File: src/rtl/npc_unit_if.sv
// npc_unit_if: groups the D-stage redirect request, exception controls and
// the F-stage fetch outputs of the next-PC unit.
//   master : pipeline side (drives stall/redirect/exception, reads fetch PC)
//   slave  : npc_unit side
// Signals:
//   stall, d_pc, op, cmp_eq, imm26, rs_val, exc_req, eret, epc  (master -> slave)
//   f_pc, imem_addr, taken, pend_valid, f_adel                  (slave -> master)
interface npc_unit_if #(
  parameter int WIDTH   = 32,
  parameter int IADDR_W = 12
);
  logic               stall;
  logic [WIDTH-1:0]   d_pc;
  logic [2:0]         op;
  logic               cmp_eq;
  logic [25:0]        imm26;
  logic [WIDTH-1:0]   rs_val;
  logic               exc_req;
  logic               eret;
  logic [WIDTH-1:0]   epc;
  logic [WIDTH-1:0]   f_pc;
  logic [IADDR_W-1:0] imem_addr;
  logic               taken;
  logic               pend_valid;
  logic               f_adel;

  modport master (
    output stall, d_pc, op, cmp_eq, imm26, rs_val, exc_req, eret, epc,
    input  f_pc, imem_addr, taken, pend_valid, f_adel
  );

  modport slave (
    input  stall, d_pc, op, cmp_eq, imm26, rs_val, exc_req, eret, epc,
    output f_pc, imem_addr, taken, pend_valid, f_adel
  );
endinterface

File: src/rtl/npc_unit.sv
// npc_unit: F-stage PC register and next-PC generator for the pipelined MIPS
// core (delay-slot architecture: a D-stage redirect replaces the PC after the
// one already being fetched; nothing is flushed).
// Ports:
//   clk      rising-edge clock
//   reset_n  asynchronous active-low reset
//   bus      npc_unit_if.slave (redirect request in, fetch PC/status out)
// Next-PC priority: exc_req > eret > stall(hold, buffer redirect) > taken >
// buffered redirect > f_pc + 4.
// Optional feature macro: NPC_ADEL_EN -- enables fetch address-error detection
// (misaligned or outside the instruction memory window); otherwise f_adel=0.
module npc_unit #(
  parameter int               WIDTH      = 32,
  parameter logic [WIDTH-1:0] RESET_PC   = 'h0000_3000,
  parameter logic [WIDTH-1:0] IMEM_BASE  = 'h0000_3000,
  parameter int               IADDR_W    = 12,
  parameter logic [WIDTH-1:0] EXC_VECTOR = 'h0000_4180
) (
  input  logic             clk,
  input  logic             reset_n,
  npc_unit_if.slave        bus
);

  localparam logic [2:0] OP_BEQ = 3'd1;
  localparam logic [2:0] OP_BNE = 3'd2;
  localparam logic [2:0] OP_J   = 3'd3;
  localparam logic [2:0] OP_JR  = 3'd4;

  // Redirect buffer state: a taken transfer seen during a stall waits here.
  typedef enum logic {S_IDLE, S_PEND} pend_state_t;

  pend_state_t      st, st_nxt;
  logic [WIDTH-1:0] f_pc, pc_nxt;
  logic [WIDTH-1:0] pend_target, pend_nxt;
  logic [WIDTH-1:0] br_off, br_tgt, j_tgt, target;
  logic             taken;

  // Branch offset: sign-extended imm16 scaled to bytes.
  assign br_off = {{(WIDTH-18){bus.imm26[15]}}, bus.imm26[15:0], 2'b00};
  assign br_tgt = bus.d_pc + WIDTH'(4) + br_off;
  assign j_tgt  = {bus.d_pc[WIDTH-1:28], bus.imm26, 2'b00};

  always_comb begin
    taken  = 1'b0;
    target = br_tgt;
    unique case (bus.op)
      OP_BEQ:  taken = bus.cmp_eq;
      OP_BNE:  taken = !bus.cmp_eq;
      OP_J:    begin taken = 1'b1; target = j_tgt; end
      OP_JR:   begin taken = 1'b1; target = bus.rs_val; end
      default: taken = 1'b0;
    endcase
  end

  always_ff @(posedge clk or negedge reset_n) begin
    if (!reset_n) begin
      st          <= S_IDLE;
      f_pc        <= RESET_PC;
      pend_target <= '0;
    end else begin
      st          <= st_nxt;
      f_pc        <= pc_nxt;
      pend_target <= pend_nxt;
    end
  end

  always_comb begin
    pc_nxt   = f_pc + WIDTH'(4);
    st_nxt   = st;
    pend_nxt = pend_target;
    if (bus.exc_req) begin
      pc_nxt = EXC_VECTOR;
      st_nxt = S_IDLE;
    end else if (bus.eret) begin
      pc_nxt = bus.epc;
      st_nxt = S_IDLE;
    end else if (bus.stall) begin
      pc_nxt = f_pc;
      // Latest taken redirect during a stall wins.
      if (taken) begin
        pend_nxt = target;
        st_nxt   = S_PEND;
      end
    end else if (taken) begin
      pc_nxt = target;
      st_nxt = S_IDLE;
    end else if (st == S_PEND) begin
      pc_nxt = pend_target;
      st_nxt = S_IDLE;
    end
  end

  assign bus.f_pc       = f_pc;
  assign bus.taken      = taken;
  assign bus.pend_valid = (st == S_PEND);
  assign bus.imem_addr  = IADDR_W'((f_pc - IMEM_BASE) >> 2);

`ifdef NPC_ADEL_EN
  // Offset above the base must fit in IADDR_W word-index bits plus the byte
  // offset; any higher bit set means past the end of instruction memory.
  logic [WIDTH-1:0] imem_off;
  assign imem_off   = f_pc - IMEM_BASE;
  assign bus.f_adel = (imem_off[1:0] != 2'b00) || (f_pc < IMEM_BASE) ||
                      (imem_off[WIDTH-1:IADDR_W+2] != '0);
`else
  assign bus.f_adel = 1'b0;
`endif

endmodule
File: src/flat_wrapper.sv
// flat-port wrapper written by rule: the top's interface ports become plain ports
module npc_unit_flat 
#(
  parameter int               WIDTH      = 32,
  parameter logic [WIDTH-1:0] RESET_PC   = 'h0000_3000,
  parameter logic [WIDTH-1:0] IMEM_BASE  = 'h0000_3000,
  parameter int               IADDR_W    = 12,
  parameter logic [WIDTH-1:0] EXC_VECTOR = 'h0000_4180
)
  (clk, reset_n, bus_stall, bus_d_pc, bus_op, bus_cmp_eq, bus_imm26, bus_rs_val, bus_exc_req, bus_eret, bus_epc, bus_f_pc, bus_imem_addr, bus_taken, bus_pend_valid, bus_f_adel);
  npc_unit_if #(.WIDTH(WIDTH), .IADDR_W(IADDR_W)) bus_i ();
  input  logic clk;
  input  logic reset_n;
  input wire logic [$bits(bus_i.stall)-1:0] bus_stall;
  input wire logic [$bits(bus_i.d_pc)-1:0] bus_d_pc;
  input wire logic [$bits(bus_i.op)-1:0] bus_op;
  input wire logic [$bits(bus_i.cmp_eq)-1:0] bus_cmp_eq;
  input wire logic [$bits(bus_i.imm26)-1:0] bus_imm26;
  input wire logic [$bits(bus_i.rs_val)-1:0] bus_rs_val;
  input wire logic [$bits(bus_i.exc_req)-1:0] bus_exc_req;
  input wire logic [$bits(bus_i.eret)-1:0] bus_eret;
  input wire logic [$bits(bus_i.epc)-1:0] bus_epc;
  output wire logic [$bits(bus_i.f_pc)-1:0] bus_f_pc;
  output wire logic [$bits(bus_i.imem_addr)-1:0] bus_imem_addr;
  output wire logic [$bits(bus_i.taken)-1:0] bus_taken;
  output wire logic [$bits(bus_i.pend_valid)-1:0] bus_pend_valid;
  output wire logic [$bits(bus_i.f_adel)-1:0] bus_f_adel;
  assign bus_i.stall = bus_stall;
  assign bus_i.d_pc = bus_d_pc;
  assign bus_i.op = bus_op;
  assign bus_i.cmp_eq = bus_cmp_eq;
  assign bus_i.imm26 = bus_imm26;
  assign bus_i.rs_val = bus_rs_val;
  assign bus_i.exc_req = bus_exc_req;
  assign bus_i.eret = bus_eret;
  assign bus_i.epc = bus_epc;
  assign bus_f_pc = bus_i.f_pc;
  assign bus_imem_addr = bus_i.imem_addr;
  assign bus_taken = bus_i.taken;
  assign bus_pend_valid = bus_i.pend_valid;
  assign bus_f_adel = bus_i.f_adel;
  npc_unit #(.WIDTH(WIDTH), .RESET_PC(RESET_PC), .IMEM_BASE(IMEM_BASE), .IADDR_W(IADDR_W), .EXC_VECTOR(EXC_VECTOR)) u_core (.clk(clk), .reset_n(reset_n), .bus(bus_i));
endmodule
File: config.mk
export PLATFORM = sky130hd
export DESIGN_NAME = npc_unit_flat
export DESIGN_NICKNAME = d
export VERILOG_FILES = /design/src/rtl/npc_unit_if.sv /design/src/rtl/npc_unit.sv /design/src/flat_wrapper.sv
export SDC_FILE = /design/constraint.sdc
export NUM_CORES = 1
export LEC_CHECK = 0
export CAP_MARGIN = 10
export CORE_MARGIN = 1.5
export CORE_UTILIZATION = 45
export CTS_BUF_LIST = sky130_fd_sc_hd__clkbuf_2
export DETAILED_ROUTE_END_ITERATION = 8
export PLACE_DENSITY = 0.76
export SETUP_SLACK_MARGIN = 0.02
export SLEW_MARGIN = 0
export SYNTH_ARGS = -nofsm -noshare
export SYNTH_HDL_FRONTEND = slang
export SYNTH_SLANG_ARGS = --single-unit
File: constraint.sdc
create_clock -name clk -period 2.7 [get_ports clk]
set_input_delay 0.54 -clock clk [delete_from_list [all_inputs] [get_ports clk]]
set_output_delay 0.54 -clock clk [all_outputs]
set_load 0.02 [all_outputs]
==> summary.txt <==
Status
  • Outcome: finished clean

Critical path
  • Worst Setup End Kind: register
  • Reg-to-reg startpoint: u_core.bus.f_pc[12]
  • Start point of the critical path: bus_imm26[1]
  • CP startpoint kind: primary input
  • Arr. time, crit path: 3.11 ns
  • WS Path Type: in -> reg
  • Worst Path Required: approximately 3.2 ns
  • R2r worst-path depth: 8
  • Worst R2R Setup Slack: around 0.18 ns
  • R2r endpoint: u_core.bus.f_pc[20]
  • Worst-path maximum fanout: 5

Placement
  • Post-DP Area: slightly above 10,000 um^2
  • # port buffers: approximately 180
  • GP Congestion: between 0.9 and 1
  • Worst slack, placed: -0.9490 ns
  • Post-placement cell count: approximately 1,400
  • DP Wirelength: 20,410 um

Timing
  • Slew Viols, Final: 0
  • Final setup violation count: 0
  • Setup TNS Final: 0 ns
  • Minimum clock period after layout: between 2 and 3 ns
  • Worst Skew: between 0.02 and 0.025 ns
  • Relative slew slack: a little under three fifths
  • Final hold vios: 0
  • Max Clk Rate: between 300 and 400 MHz
  • Setup ws final: approximately 0.073 ns
  • RSZ-0062 raised after global routing: yes
  • Worst slew pin tran: 0.6431 ns
  • Period utilization: 97.30%

Clock network
  • Worst skew pair latency: about 0.54 ns
  • Reg clk slew, reported paths: roughly 0.19 ns
  • CTS tree: yes
  • Sink Count: between 60 and 70
  • Max clock buf depth: 2
  • Root Buffer: clkbuf_2
  • Clock buffer count from CTS: 9
  • H-tree Lvls: 3

Global route
  • Pin count of the biggest net entering global routing: between 40 and 50
  • Vias in the first global route: between 8,000 and 9,000
  • Total track usage: 32.76%
  • First-pass GRT wire length: approximately 43,000 um
  • GRT overflow: 0
  • Initial antenna violation count: 1

Routing
  • Vias: roughly 8,700
  • WL per Instance: a little under 20 um
  • Drt first pass iters: 6
  • Via-to-Cell Ratio: between 6 and 7
  • WL final: roughly 28,000 um
  • DRT iter0 DRCs: about 830
  • Residual DRC: 0
  • Final ANT Viol Nets: 0

Floorplanning
  • Die W: ~130 um
  • Area of the die: between 15,000 and 20,000 um^2
  • Core footprint: around 15,000 um^2
  • Row count: between 40 and 50
  • Starting Density: between 40% and 50%
  • Io pins: about 180
  • Chip height: ~130 um

Logic synthesis
  • Ys async rst share: 100.0%
  • Xor/xnor share of the synthesized area: under 10%
  • Synthesized area: a little over 7000 um^2
  • Sequential share of the synthesized area: a little under a quarter
  • Post-synthesis compound-gate area fraction: ~30%
  • Post-synthesis adder-cell area fraction: a little over a tenth
  • Post-synthesis simple-gate area fraction: between 20% and 30%
  • Post-synthesis mux area share: about 3.5%
  • Post-synth top flop: dfrtp_1
  • #FFs+latches synth: 65
  • Synthesis Warnings: 0
  • Mapped Cells: around 910
  • Distinct cells, synth: 85
  • Largest family of logic cells by synthesized area: compound AO/OA/AOI/OAI gates
  • Mapped Avg Cell Area: 7.734 um^2
  • Post-synth EDFFs: 0
  • Synth Net Count: ~1,100

Pwr
  • Leak Pwr: between 4 and 5 nW
  • Power after layout: 0.004337 W
  • Power per cell area: 385.9 nW/um^2
  • VDD IR max: around 0.00017 V

Job
  • Max-cap check violation count: 0

Cells and area
  • Final Cell Area: around 11,000 um^2
  • Layout area overhead: 59.36%
  • Area occupied by multi-input gates: ~5800 um^2
  • Finished Layout Cells: between 1,000 and 1,500
  • Reg area: 1629 um^2
  • Final net count: around 1,400
  • Fill count: 1,145
  • Share of cells above drive strength 1: between 20% and 30%

Min path
  • Worst hold path class: in -> async
[report_power, final]
group	leakage (nW)	switching [W]	internal [W]
registers	0.810	0.000143	0.00116
clock network	0.0552	0.000375	0.000117
logic	3.87	0.00126	0.00128
total	4.73	0.00178	0.00256
[per-layer routing]
| metal | track usage, % | vias up | part of all wire (%) |
|---|---|---|---|
| li1 | - | 4047 | - |
| met1 | 44.91 | 4105 | 42 |
| met2 | 52.40 | 510 | 46 |
| met3 | 4.800 | 68 | 8.8 |
| met4 | 12.10 | 0 | 2.9 |
| met5 | 0 | - | 0 |
[area by class of cell]
cell class | instances | share of cell area [%]
multi-input combinational | 744 | 52.00
sequential | 65 | 14.49
clock inverter | 4 | 0.1892
clock buffer | 11 | 0.4898
timing repair buffer | 372 | 29.16
inverter | 39 | 1.302
antenna | 1 | 0.02226
tap | 211 | 2.349
[registers in the layout (all words and copies together), names as in the netlist]
name	flops
u_core.bus.pend_valid	1
u_core.bus.f_pc	32
u_core.pend_target	32
[worst max-delay path, cell delays in order]
cell             delay (ns)
clkdlybuf4s15_1        0.23
ha_4                   0.30
ha_4                   0.17
inv_2                  0.04
fa_2                   0.37
nor2b_4                0.20
o31ai_4                0.09
a211oi_4               0.31
buf_4                  0.17
o21ai_2                0.08
a21oi_1                0.21
o2111ai_2              0.17
a211oi_2               0.23
[cells in the final DEF, fill, tap and decap left out, types with 17 or more instances in the layout]
| cell type | count |
|---|---|
| dfrtp_1 | 63 |
| buf_4 | 185 |
| clkdlybuf4s50_1 | 140 |
| mux2i_1 | 17 |
| ha_4 | 39 |
| nand3_1 | 19 |
| a21oi_1 | 61 |
| nor3_1 | 29 |
| ha_1 | 19 |
| o21ai_0 | 52 |
| inv_1 | 36 |
| xnor2_1 | 19 |
| dlygate4sd2_1 | 27 |
| nor2_1 | 82 |
| nand2_1 | 85 |
[synth_stat cells (4+ instances only)]
master     number  area share, %
a31oi_1        14            1.2
buf_4          11            1.2
mux2_2          6           0.96
nor3_1         30            2.1
o31ai_1        14            1.5
o21a_1          4           0.43
buf_1           5           0.27
xnor2_1        19            2.4
and3_1         12            1.1
or3_1           8           0.71
a221oi_1       12            1.5
nand3_1        19            1.3
o2111ai_1       4           0.50
nand4_1        15            1.3
nor2b_1         8           0.71
o22ai_1         4           0.35
dfrtp_1        63             22
mux2i_1        18            2.6
a211o_1         6           0.75
nor4_1          6           0.53
buf_2          13           0.92
a21o_1          7           0.75
nand2_1        88            4.7
o211ai_1       12            1.3
clkbuf_1       34            1.8
a211oi_1       17            1.8
xor2_1         11            1.4
or4_1           5           0.53
nand3b_1        6           0.64
nor2_1         84            4.5
and2_1          6           0.53
o21ai_1         5           0.35
inv_1          38            2.0
ha_1           59             10
a21oi_1        70            5.0
nand2b_1       11           0.98
o21ai_0        63            4.5
o21bai_1        4           0.43
a22oi_1        15            1.6
a22o_1         14            1.7
a311oi_1        4           0.50
[logic make-up (layout without fill, tap and decap cells)]
| group | count (synthesis) | count (layout) |
|---|---|---|
| adders and majority gates | 60 | 60 |
| muxes | 24 | 24 |
| xor gates and xnor gates | 30 | 30 |
| DFF | 65 | 65 |
| buffers and inverters | 103 | 426 |
| AOI/OAI and AO/OA | 310 | 310 |
| other | 1 | 2 |
| and+or+nand+nor | 319 | 319 |
[worst max path at each step]
stage | end | slack (ns) | cells past startpoint
3_5_place_dp | u_core.bus.f_pc[21] | -0.95 | 12
4_1_cts | u_core.pend_target[27] | 0.03 | 11
2_1_floorplan | u_core.pend_target[27] | -0.08 | 11
6_report | u_core.bus.f_pc[31] | 0.07 | 13
3_3_place_gp | u_core.bus.f_pc[24] | -0.88 | 12
5_1_grt | u_core.bus.f_pc[16] | -0.04 | 11
[metrics by stage]
step / utilization (%) / hold slack, ns
floorplan: - / 0.2444
global placement: 67.39 / 0.4543
detailed placement: 67.39 / 0.4636
CTS: 71.44 / 0.4874
global route: 73.66 / 0.5202
finish: 73.66 / 0.4882
[repair_timing]
item / 4_1_cts / 5_1_grt
resized for setup: 99 / 62
hold endpoints to repair: 19 / 0
endpoints found under the setup margin: 37 / 26
hold buffers: 1 / 0
pin swaps: 44 / 30
setup buffers: 9 / 3
(Power assumes the default switching activity.)
